**config.mk**
```make
export PLATFORM = sky130hd
export DESIGN_NAME = mmio_io_ctrl
export DESIGN_NICKNAME = d
export VERILOG_FILES = /design/src/rtl/mmio_io_ctrl_pkg.sv /design/src/rtl/io_debounce.sv /design/src/rtl/mmio_io_ctrl.sv
export SDC_FILE = /design/constraint.sdc
export NUM_CORES = 1
export LEC_CHECK = 0
export ABC_CLOCK_PERIOD_IN_PS = 25300
export BUFFER_PORTS_ARGS = -buffer_cell sky130_fd_sc_hd__clkbuf_2
export CAP_MARGIN = 20
export CORE_UTILIZATION = 54
export CTS_CLUSTER_DIAMETER = 150
export DETAILED_ROUTE_END_ITERATION = 10
export GPL_ROUTABILITY_DRIVEN = 0
export PLACE_DENSITY = 0.81
export SKIP_LAST_GASP = 1
export SYNTH_ARGS = -nofsm -noshare
export SYNTH_HDL_FRONTEND = slang
export SYNTH_SLANG_ARGS = --single-unit
```
**constraint.sdc**
```tcl
create_clock -name clk -period 25.3 [get_ports clk]
set_input_delay 2.53 -clock clk [delete_from_list [all_inputs] [get_ports clk]]
set_output_delay 2.53 -clock clk [all_outputs]
set_load 0.02 [all_outputs]
```
**src/rtl/mmio_io_ctrl_pkg.sv**
```systemverilog
// Shared constants for the MMIO board I/O block: register map, KCTRL layout
// and the debounce counter sizing helper.
package mmio_io_ctrl_pkg;

    localparam logic [31:0] ADDR_HEX   = 32'hF000_0000;
    localparam logic [31:0] ADDR_LEDR  = 32'hF000_0004;
    localparam logic [31:0] ADDR_LEDG  = 32'hF000_0008;
    localparam logic [31:0] ADDR_KEY   = 32'hF000_0010;
    localparam logic [31:0] ADDR_SW    = 32'hF000_0014;
    localparam logic [31:0] ADDR_KCTRL = 32'hF000_0110;

    localparam int unsigned KEY_W  = 4;
    localparam int unsigned SW_W   = 10;
    localparam int unsigned HEX_W  = 16;
    localparam int unsigned LEDR_W = 10;
    localparam int unsigned LEDG_W = 8;

    localparam int unsigned KCTRL_FLAG_LSB = 0;
    localparam int unsigned KCTRL_OVR_LSB  = 4;

    // Bits needed to count 0 .. cycles-1, never less than one.
    function automatic int unsigned cnt_width(input int unsigned cycles);
        return (cycles <= 2) ? 1 : $clog2(cycles);
    endfunction

endpackage

```
**src/rtl/io_debounce.sv**
```systemverilog
// Per-bit 2-FF synchronizer plus hold-time debouncer, with a combinational
// pulse on the cycle a debounced bit is about to rise.
module io_debounce
    import mmio_io_ctrl_pkg::*;
#(
    parameter int unsigned WIDTH           = 4,
    parameter int unsigned DEBOUNCE_CYCLES = 500000
) (
    input  logic             clk,
    input  logic             reset,
    input  logic [WIDTH-1:0] i_raw,
    output logic [WIDTH-1:0] o_deb,
    output logic [WIDTH-1:0] o_rise_c
);

    localparam int unsigned     CW       = cnt_width(DEBOUNCE_CYCLES);
    localparam logic [CW-1:0]   CNT_LAST = CW'(DEBOUNCE_CYCLES - 1);

    logic [WIDTH-1:0] r_sync1;
    logic [WIDTH-1:0] r_sync2;
    logic [WIDTH-1:0] r_deb;
    logic [CW-1:0]    r_cnt [WIDTH];
    logic [WIDTH-1:0] w_fire;

    always_ff @(posedge clk or posedge reset) begin
        if (reset) begin
            r_sync1 <= '0;
            r_sync2 <= '0;
        end else begin
            r_sync1 <= i_raw;
            r_sync2 <= r_sync1;
        end
    end

    // A bit fires once the synchronized value has differed for the full hold time.
    always_comb begin
        w_fire = '0;
        for (int i = 0; i < WIDTH; i++) begin
            w_fire[i] = (r_sync2[i] != r_deb[i]) && (r_cnt[i] == CNT_LAST);
        end
    end

    always_ff @(posedge clk or posedge reset) begin
        if (reset) begin
            r_deb <= '0;
            for (int i = 0; i < WIDTH; i++) begin
                r_cnt[i] <= '0;
            end
        end else begin
            for (int i = 0; i < WIDTH; i++) begin
                if (r_sync2[i] == r_deb[i]) begin
                    r_cnt[i] <= '0;
                end else if (w_fire[i]) begin
                    r_deb[i] <= r_sync2[i];
                    r_cnt[i] <= '0;
                end else begin
                    r_cnt[i] <= r_cnt[i] + CW'(1);
                end
            end
        end
    end

    assign o_deb    = r_deb;
    assign o_rise_c = w_fire & r_sync2;

endmodule

```
**src/rtl/mmio_io_ctrl.sv**
```systemverilog
// Memory-mapped board I/O: HEX/LEDR/LEDG output registers, debounced KEY/SW
// inputs and sticky key-press/overrun flags with write-1-to-clear.
module mmio_io_ctrl
    import mmio_io_ctrl_pkg::*;
#(
    parameter int unsigned DBITS           = 32,
    parameter int unsigned DEBOUNCE_CYCLES = 500000
) (
    input  logic             clk,
    input  logic             reset,
    input  logic             we,
    input  logic [DBITS-1:0] addr,
    input  logic [DBITS-1:0] wdata,
    output logic             sel,
    output logic [DBITS-1:0] rdata,
    input  logic [KEY_W-1:0] KEY,
    input  logic [SW_W-1:0]  SW,
    output logic [HEX_W-1:0] hex,
    output logic [LEDR_W-1:0] ledr,
    output logic [LEDG_W-1:0] ledg
);

    logic [HEX_W-1:0]  r_hex;
    logic [LEDR_W-1:0] r_ledr;
    logic [LEDG_W-1:0] r_ledg;
    logic [KEY_W-1:0]  r_flag;
    logic [KEY_W-1:0]  r_ovr;

    logic [KEY_W-1:0]  w_key_pressed;
    logic [KEY_W-1:0]  w_key_deb;
    logic [KEY_W-1:0]  w_key_rise;
    logic [SW_W-1:0]   w_sw_deb;
    logic [SW_W-1:0]   w_sw_rise;
    logic [KEY_W-1:0]  w_clr_flag;
    logic [KEY_W-1:0]  w_clr_ovr;
    logic              w_hit_hex;
    logic              w_hit_ledr;
    logic              w_hit_ledg;
    logic              w_hit_key;
    logic              w_hit_sw;
    logic              w_hit_kctrl;
    logic              w_unused;

    assign w_key_pressed = ~KEY;

    io_debounce #(
        .WIDTH           (KEY_W),
        .DEBOUNCE_CYCLES (DEBOUNCE_CYCLES)
    ) u_key_db (
        .clk      (clk),
        .reset    (reset),
        .i_raw    (w_key_pressed),
        .o_deb    (w_key_deb),
        .o_rise_c (w_key_rise)
    );

    io_debounce #(
        .WIDTH           (SW_W),
        .DEBOUNCE_CYCLES (DEBOUNCE_CYCLES)
    ) u_sw_db (
        .clk      (clk),
        .reset    (reset),
        .i_raw    (SW),
        .o_deb    (w_sw_deb),
        .o_rise_c (w_sw_rise)
    );

    // Word-granular decode; byte offset bits are ignored.
    assign w_hit_hex   = (addr[DBITS-1:2] == ADDR_HEX[DBITS-1:2]);
    assign w_hit_ledr  = (addr[DBITS-1:2] == ADDR_LEDR[DBITS-1:2]);
    assign w_hit_ledg  = (addr[DBITS-1:2] == ADDR_LEDG[DBITS-1:2]);
    assign w_hit_key   = (addr[DBITS-1:2] == ADDR_KEY[DBITS-1:2]);
    assign w_hit_sw    = (addr[DBITS-1:2] == ADDR_SW[DBITS-1:2]);
    assign w_hit_kctrl = (addr[DBITS-1:2] == ADDR_KCTRL[DBITS-1:2]);

    always_comb begin
        sel   = 1'b0;
        rdata = '0;
        if (w_hit_hex) begin
            sel   = 1'b1;
            rdata = DBITS'(r_hex);
        end else if (w_hit_ledr) begin
            sel   = 1'b1;
            rdata = DBITS'(r_ledr);
        end else if (w_hit_ledg) begin
            sel   = 1'b1;
            rdata = DBITS'(r_ledg);
        end else if (w_hit_key) begin
            sel   = 1'b1;
            rdata = DBITS'(w_key_deb);
        end else if (w_hit_sw) begin
            sel   = 1'b1;
            rdata = DBITS'(w_sw_deb);
        end else if (w_hit_kctrl) begin
            sel   = 1'b1;
            rdata = DBITS'({r_ovr, r_flag});
        end
    end

    always_ff @(posedge clk or posedge reset) begin
        if (reset) begin
            r_hex  <= '0;
            r_ledr <= '0;
            r_ledg <= '0;
        end else if (we) begin
            if (w_hit_hex)  r_hex  <= wdata[HEX_W-1:0];
            if (w_hit_ledr) r_ledr <= wdata[LEDR_W-1:0];
            if (w_hit_ledg) r_ledg <= wdata[LEDG_W-1:0];
        end
    end

    assign w_clr_flag = (we && w_hit_kctrl) ? wdata[KCTRL_FLAG_LSB +: KEY_W] : '0;
    assign w_clr_ovr  = (we && w_hit_kctrl) ? wdata[KCTRL_OVR_LSB  +: KEY_W] : '0;

    // A rise beats a same-cycle clear; overrun looks only at the pre-edge flag.
    always_ff @(posedge clk or posedge reset) begin
        if (reset) begin
            r_flag <= '0;
            r_ovr  <= '0;
        end else begin
            r_flag <= w_key_rise | (r_flag & ~w_clr_flag);
            r_ovr  <= (w_key_rise & r_flag) | (r_ovr & ~w_clr_ovr);
        end
    end

    assign hex  = r_hex;
    assign ledr = r_ledr;
    assign ledg = r_ledg;

    assign w_unused = &{1'b0, wdata[DBITS-1:HEX_W], addr[1:0], w_sw_rise};

endmodule

```
# Word level (Yosys, flattened, before mapping)
# Index checks and enable logic that the tools add are counted.
# op_classes
n_addsub	14
n_eq_ne	48
mux	42
bitwise_logic	23
n_reduce_logical	32
# ops
cell	n
2-to-1 mux 19 bit	28
adder 19 x 1 -> 19 bit (second input constant)	14
== test 19 bit (second input constant)	14
== test 30 bit (second input constant)	6
2-to-1 mux 10 bit	4
AND reduction 2 bit	17
AND 4 bit	4
2-to-1 mux 16 bit	1
logical AND 1 bit	15
== test 1 bit	14
inequality test 1 bit	14
NOT 1 bit	14
NOT 4 bit	3
2-to-1 mux 4 bit	2
2-to-1 mux 8 bit	1
OR 4 bit	2
2-to-1 mux 1 bit	6
# word_totals
ff_bits	350
input_bits	81
output_inout_bits	67
elab_cells	196

# Logic depth before layout (Yosys ltp)
# Gate-level depths: netlist of the first run.
# logic_depth
ltp_word	7
ltp_mapped	7
depth_no_buf	5

# Hierarchy
# From an unflattened synthesis of the first run, not the netlist that was laid out.
# hier_totals
hier_cells	1702
hier_area_um2	17337.9
# by_module_without_submodules
module	instances	cells_per_inst	area_per_inst_um2	seq_area_each_um2
io_debounce at u_sw_db	1	1037	10575.1	5505.3
io_debounce at u_key_db	1	429	4260.3	2202.1
mmio_io_ctrl	1	236	2502.4	1051.0

# Worst setup path before layout of the first run
# No wires, ideal clock.
# synth_path
path_kind	input port to output port
startpoint	input addr[7]
endpoint	output rdata[5]
arrival_time_ns	4.198
required_ns	22.770
path_slack_ns	18.572
stages	5
n_path_buf	1
path_cell_list	nor4b_1 nand4_1 or2_2 clkbuf_1 nor3_1
# synth_via
elab_chain_cells	7
word_cells_on_any_way	12
classes_between	eq/ne: 6; mux: 6
# synth_lines
item	line_no	source
from (decl)	mmio_io_ctrl.sv:12	input logic [DBITS-1:0] addr,
== test 30 bit	mmio_io_ctrl.sv:74	assign w_hit_kctrl = (addr[DBITS-1:2] == ADDR_KCTRL[DBITS-1:2]);
2-to-1 mux 8 bit	mmio_io_ctrl.sv:94	end else if (w_hit_kctrl) begin
2-to-1 mux 10 bit	mmio_io_ctrl.sv:91	end else if (w_hit_sw) begin
2-to-1 mux 10 bit	mmio_io_ctrl.sv:88	end else if (w_hit_key) begin
2-to-1 mux 10 bit	mmio_io_ctrl.sv:85	end else if (w_hit_ledg) begin
2-to-1 mux 10 bit	mmio_io_ctrl.sv:82	end else if (w_hit_ledr) begin
2-to-1 mux 16 bit *	mmio_io_ctrl.sv:79	if (w_hit_hex) begin
to (decl)	mmio_io_ctrl.sv:15	output logic [DBITS-1:0] rdata,
# Mark *: on every way between the ends. The rest lies on a longest branch, timed or not.

# Worst setup path in the final report of the first run
# layout_path
startpoint	input addr[2]
endpoint	output rdata[0]
# Same word-level chain as after synthesis.

==> impl_metrics.json, run 1 <==
{
  "worstPathRequired_ps": 22770,
  "drt-total-wl_um": 36100,
  "yosysWarnings": 0,
  "die-width_um": 181,
  "wl_per_cell_um": 15.9,
  "crit_top_cell": "clkbuf_2",
  "avgSynthCellArea_um2": 10.0,
  "setup-violations-final": 0,
  "status": "completed",
  "dp_slack_ps": 17950,
  "p_int_uw": 909,
  "start_util": 0.547,
  "fmaxAchievable_mhz": 137,
  "synth_top_area_frac": 0.508,
  "drt_iter0_markers": 909,
  "fin_ws_ps": 17990,
  "drc": 0,
  "p_sw_frac": 0.221,
  "path_class": "primary input to output port",
  "relSlewSlack": 0.301,
  "dp.cells": 2195,
  "critical_path.top_delay_family": "simple AND/OR/NAND/NOR gates",
  "synth_edf_count": 0,
  "grt_pass1_wl_um": 61100,
  "final_area_um2": 19400,
  "drv_slew": 0,
  "antenna_left": 0,
  "path_max_fanout": 25,
  "rsz0062_at_grt": "false",
  "fp-row-count": 65,
  "fill_cells": 2490,
  "cts_resized": 0,
  "fin_crit_ps": 7310,
  "synthCells": 1720,
  "clock_sinks": 350,
  "hold_viol_final": 0,
  "clk_pin_slew_ps": 60,
  "cp.arrival_ps": 4780,
  "syn_area_um2": 17200,
  "synth_top_area_cell": "dfrtp_1",
  "cts_tree": "done",
  "dieArea_um2": 32600,
  "io_buffers": 113,
  "coreArea_um2": 31500,
  "drt-pass1-iter-count": 5,
  "period_share": 0.289,
  "vias": 13300,
  "viasPerCell": 5.86,
  "power.share.sequential": 0.493,
  "fin_tns_setup_ps": 0,
  "cp_num_buf_inv": 2,
  "final_nets": 1931,
  "vdd_ir_drop_max_mv": 0.0440,
  "grt_util_all_layers": 0.224,
  "slowest_stage": "or4_1",
  "grt_max_degree": 125,
  "slowest_delay_ps": 780,
  "cts_hold_buf": 0,
  "pin_count": 148,
  "endpoint_kind": "output port",
  "clock_latency_ps": 530,
  "grt-ovfl-total": 0,
  "syn2layout_area_growth_pct": 12.7,
  "utilization": 0.617,
  "dp_hpwl_um": 24600,
  "min_path_type": "flip-flop to flip-flop",
  "drive_above_1_share": 0.150,
  "fin_skew_ps": 20.7,
  "ys.flop_type": "dfrtp_1",
  "yosysSeqAreaShare": 0.508,
  "worstSetupStartpointType": "primary input",
  "die_h_um": 181,
  "cts-root-buf": "clkbuf_16",
  "power.switching_uw": 258,
  "clkPwrFrac": 0.467,
  "drv_cap": 0,
  "first_global_vias": 12800,
  "antenna_found_initial": 1,
  "leakage_nw": 8.08,
  "worstMarginPinSlew_ps": 1040,
  "cts_setup_buffers": 0,
  "synthArstFlopShare": 1.00,
  "clock_path_buffers": 3,
  "ys_ff_latch": 350,
  "total_power_mw": 1.17,
  "synthDistinctLibCells": 58,
  "synth_area_leaders": "dfrtp_1, xnor2_1, nor2_1, xor2_1, nand3_1",
  "ctsHtreeMaxLevel": 2,
  "fin_cells": 2266,
  "dpl_cell_area_um2": 18100,
  "hold_ws_ps": 347,
  "cts_made_buffers": 38,
  "path_cells": "clkbuf_2, or4_1, nor4_2, a32o_1, clkbuf_2",
  "pwr-share-comb": 0.040,
  "p_per_area_nw_per_um2": 60.1
}
cell families (layout without fill, tap and decap cells):
group | after synthesis | after routing | share of synthesized area
adders and majority gates | 14 | 14 | 0.0102
other | 1 | 17 | 0.000218
muxes | 51 | 51 | 0.0333
DFF | 350 | 350 | 0.508
buffers and inverters | 118 | 246 | 0.0309
and+or+nand+nor | 805 | 805 | 0.251
xor gates and xnor gates | 185 | 185 | 0.0941
AOI/OAI and AO/OA | 196 | 196 | 0.0715
layout make-up:
| cell class | instances | area [um2] | area share |
|---|---|---|---|
| inverter | 48 | 188 | 0.00967 |
| clock inverter | 12 | 121 | 0.00625 |
| multi-input combinational | 1267 | 7990 | 0.412 |
| antenna | 1 | 2.50 | 0.000129 |
| sequential | 350 | 8760 | 0.451 |
| timing repair buffer | 131 | 733 | 0.0378 |
| clock buffer | 55 | 1120 | 0.0575 |
| tap | 402 | 503 | 0.0259 |
Yosys cell counts, types with 41 or more instances:
cell and n:
nand2_1 95, nor2_1 219, o21ai_0 47, xor2_1 78, dfrtp_1 350, nand4_1 73, inv_1 48, xnor2_1 107
clkbuf_1 41, or3_1 42, nor4_1 69, a21oi_1 74, nand3_1 117, mux2_2 50
cell usage in the layout, fill, tap and decap left out, types with 69 or more instances in the layout:
master	n
nand2_1	95
dfrtp_1	350
clkbuf_2	113
nor2_1	219
nand3_1	117
xor2_1	78
xnor2_1	107
a21oi_1	74
nand4_1	73
nor4_1	69
flip-flops by register name (all words and copies together), names as in the netlist:
signal and count:
u_key_db.r_sync2 4, u_sw_db.r_cnt 190, u_key_db.r_sync1 4, u_sw_db.r_sync2 10
r_flag 4, ledg 8, u_key_db.o_deb 4, u_sw_db.o_deb 10
hex 16, u_sw_db.r_sync1 10, u_key_db.r_cnt 76, r_ovr 4
ledr 10
power by group through the flow:
stage | sequential (mW) | clock, mW | combinational [mW]
after floorplan | 0.583 | 0 | 0.0341
after global placement | 0.584 | 0 | 0.0444
after detailed placement | 0.585 | 0 | 0.0468
after CTS | 0.575 | 0.559 | 0.0473
after global routing | 0.576 | 0.579 | 0.0542
final | 0.575 | 0.545 | 0.0471
worst reg2reg max path: cells and delay by family, from the launching register on:
kind | cells | cell delay (ps)
and+or+nand+nor | 3 | 1150
DFF | 1 | 430
AOI/OAI and AO/OA | 1 | 540
per-layer routing:
metal / track usage / vias to the layer above / part of all wire
met3: 0.0463 / 66 / 0.059
met4: 0.0766 / 0 / 0.028
met2: 0.366 / 350 / 0.47
li1: - / 6401 / -
met1: 0.297 / 6472 / 0.44
met5: 0 / - / 0
worst paths after layout:
check / slack (ps) / to / depth (start not counted) / startpoint
worst max-delay path: 17990 / rdata[0] / 5 / addr[2]
worst min-delay path: 350 / u_key_db.r_sync2[3] / 0 / u_key_db.r_sync1[3]
worst max register to register: 23020 / u_key_db.r_cnt[67] / 4 / u_key_db.r_cnt[68]
worst min register to register: 350 / u_key_db.r_sync2[3] / 0 / u_key_db.r_sync1[3]
max in group asynchronous: 21600 / u_sw_db.r_cnt[76] / 3 / reset
min in group asynchronous: 2190 / u_sw_db.r_sync1[0] / 2 / reset
(Power assumes the default switching activity.)
==> inputs of run 2 (changes only) <==
--- a/config.mk
+++ b/config.mk
@@ -5,14 +5,14 @@
 export SDC_FILE = /design/constraint.sdc
 export NUM_CORES = 1
 export LEC_CHECK = 0
-export ABC_CLOCK_PERIOD_IN_PS = 25300
+export ABC_CLOCK_PERIOD_IN_PS = 6400
 export BUFFER_PORTS_ARGS = -buffer_cell sky130_fd_sc_hd__clkbuf_2
 export CAP_MARGIN = 20
 export CORE_UTILIZATION = 54
 export CTS_CLUSTER_DIAMETER = 150
 export DETAILED_ROUTE_END_ITERATION = 10
 export GPL_ROUTABILITY_DRIVEN = 0
-export PLACE_DENSITY = 0.81
+export PLACE_DENSITY = 0.84
 export SKIP_LAST_GASP = 1
 export SYNTH_ARGS = -nofsm -noshare
 export SYNTH_HDL_FRONTEND = slang
==> constraint.sdc (replaced) <==
create_clock -name clk -period 6.4 [get_ports clk]
set_input_delay 0.64 -clock clk [delete_from_list [all_inputs] [get_ports clk]]
set_output_delay 0.64 -clock clk [all_outputs]
set_load 0.02 [all_outputs]
==> run 2 against run 1 <==
  * Count of clock-buffer cells in the layout decreased by 6
  * Sequential power increased to 3.9 times the previous value
  * Power increased to 4.0 times the previous value
  * First-iteration DRC count increased by 31%
  * Critical path depth increased by 1
  * Cell count about the same
  * Hold slack got worse by 250 ps
  * Non-clock buffer count decreased by 2
  * Register-to-register slack got worse by 19000 ps
  * Core utilization increased by 0.13 points
  * Highest routed layer unchanged
==> impl_metrics.json, run 2 (synthesized netlist as in run 1, its figures left out) <==
{
  "drt_iter0_markers": 1194,
  "clock_latency_ps": 510,
  "viasPerCell": 5.88,
  "syn2layout_area_growth_pct": 12.9,
  "dp.cells": 2192,
  "period_share": 0.606,
  "grt_max_degree": 144,
  "dieArea_um2": 32600,
  "worstMarginPinSlew_ps": 1060,
  "cts-root-buf": "clkbuf_16",
  "fmaxAchievable_mhz": 258,
  "cts_resized": 0,
  "pin_count": 148,
  "clock_sinks": 350,
  "path_max_fanout": 14,
  "ctsHtreeMaxLevel": 2,
  "vias": 13300,
  "total_power_mw": 4.71,
  "clock_path_buffers": 3,
  "p_per_area_nw_per_um2": 242,
  "fin_cells": 2264,
  "fin_skew_ps": 10.6,
  "regArea_um2": 8760,
  "drt-total-wl_um": 36900,
  "antenna_found_initial": 1,
  "cts_tree": "done",
  "setup-violations-final": 0,
  "utilization": 0.618,
  "first_global_vias": 12800,
  "die-width_um": 181,
  "grt_pass1_wl_um": 62600,
  "worstPathRequired_ps": 5760,
  "rsz0062_at_grt": "false",
  "fin_crit_ps": 3880,
  "drive_above_1_share": 0.151,
  "largest_reg_flops": 190,
  "hold_ws_ps": 97.7,
  "coreArea_um2": 31500,
  "cts_made_buffers": 38,
  "endpoint_kind": "output port",
  "cp.arrival_ps": 3240,
  "fill_cells": 2454,
  "drt-pass1-iter-count": 6,
  "grt-ovfl-total": 0,
  "dp_hpwl_um": 25300,
  "leakage_nw": 8.10,
  "wl_per_cell_um": 16.3,
  "drv_cap": 0,
  "largest_register": "u_sw_db.r_cnt",
  "relSlewSlack": 0.289,
  "path_class": "primary input to output port",
  "die_h_um": 181,
  "min_path_type": "primary input to asynchronous set/reset pin",
  "fp-row-count": 65,
  "final_cell_mix": "dfrtp_1, nor2_1, nand3_1",
  "cts_setup_buffers": 0,
  "multi_input_area_um2": 7990,
  "antenna_left": 0,
  "worstSetupStartpointType": "primary input",
  "start_util": 0.547,
  "io_buffers": 113,
  "drv_slew": 0,
  "final_nets": 1929,
  "clk_pin_slew_ps": 60,
  "cts_hold_buf": 0,
  "status": "completed",
  "hold_viol_final": 0,
  "grt_util_all_layers": 0.230,
  "drc": 0,
  "final_common_cell": "dfrtp_1",
  "vdd_ir_drop_max_mv": 0.186,
  "fin_tns_setup_ps": 0
}
-- run 2: final timing paths --
| kind | startpoint | end | slack [ps] | depth (start not counted) |
|---|---|---|---|---|
| min in group clk | SW[7] | u_sw_db.r_sync1[7] | 230 | 1 |
| worst max register to register | u_key_db.r_cnt[68] | u_key_db.r_cnt[64] | 4050 | 4 |
| worst min-delay path | reset | u_sw_db.r_cnt[172] | 100 | 2 |
| worst max-delay path | addr[7] | rdata[0] | 2520 | 6 |
| max in group asynchronous | reset | u_key_db.r_cnt[22] | 4530 | 4 |
| worst min register to register | u_sw_db.r_sync1[5] | u_sw_db.r_sync2[5] | 340 | 0 |
-- run 2: area by class of cell --
class | instances | share of cell area
Sequential cell | 350 | 0.450
Multi-Input combinational cell | 1267 | 0.411
Clock buffer | 49 | 0.0552
Timing Repair Buffer | 129 | 0.0369
Tap cell | 402 | 0.0259
Clock inverter | 18 | 0.0116
Inverter | 48 | 0.00945
Antenna cell | 1 | 0.000129
-- run 2: critical path, cell delays in order --
cell	delay, ps
clkbuf_2	80
nor4b_1	290
nand4_1	770
nor4_2	1010
a32o_1	240
clkbuf_2	190
-- run 2: routing by layer --
metal  routed length (um)  global-route usage  up-vias
met5                    0                   0        -
met1                16300               0.309     6460
met3                 2080              0.0422       71
met2                17800               0.384      388
li1                     -                   -     6403
met4                  739              0.0574        0
-- run 2: power breakdown --
| group | switching, mW | leakage (nW) | internal [mW] |
|---|---|---|---|
| Combinational | 0.132 | 2.70 | 0.0554 |
| Clock | 0.869 | 0.647 | 1.39 |
| Sequential | 0.0286 | 4.75 | 2.24 |
-- run 2: metrics by stage --
stage / instance area (um2) / setup slack (ps)
after global routing: 19500 / 2280
after detailed placement: 18100 / 2500
after floorplan: 17300 / 1070
after global placement: 18100 / 2550
final: 19500 / 2520
after CTS: 19400 / 2460
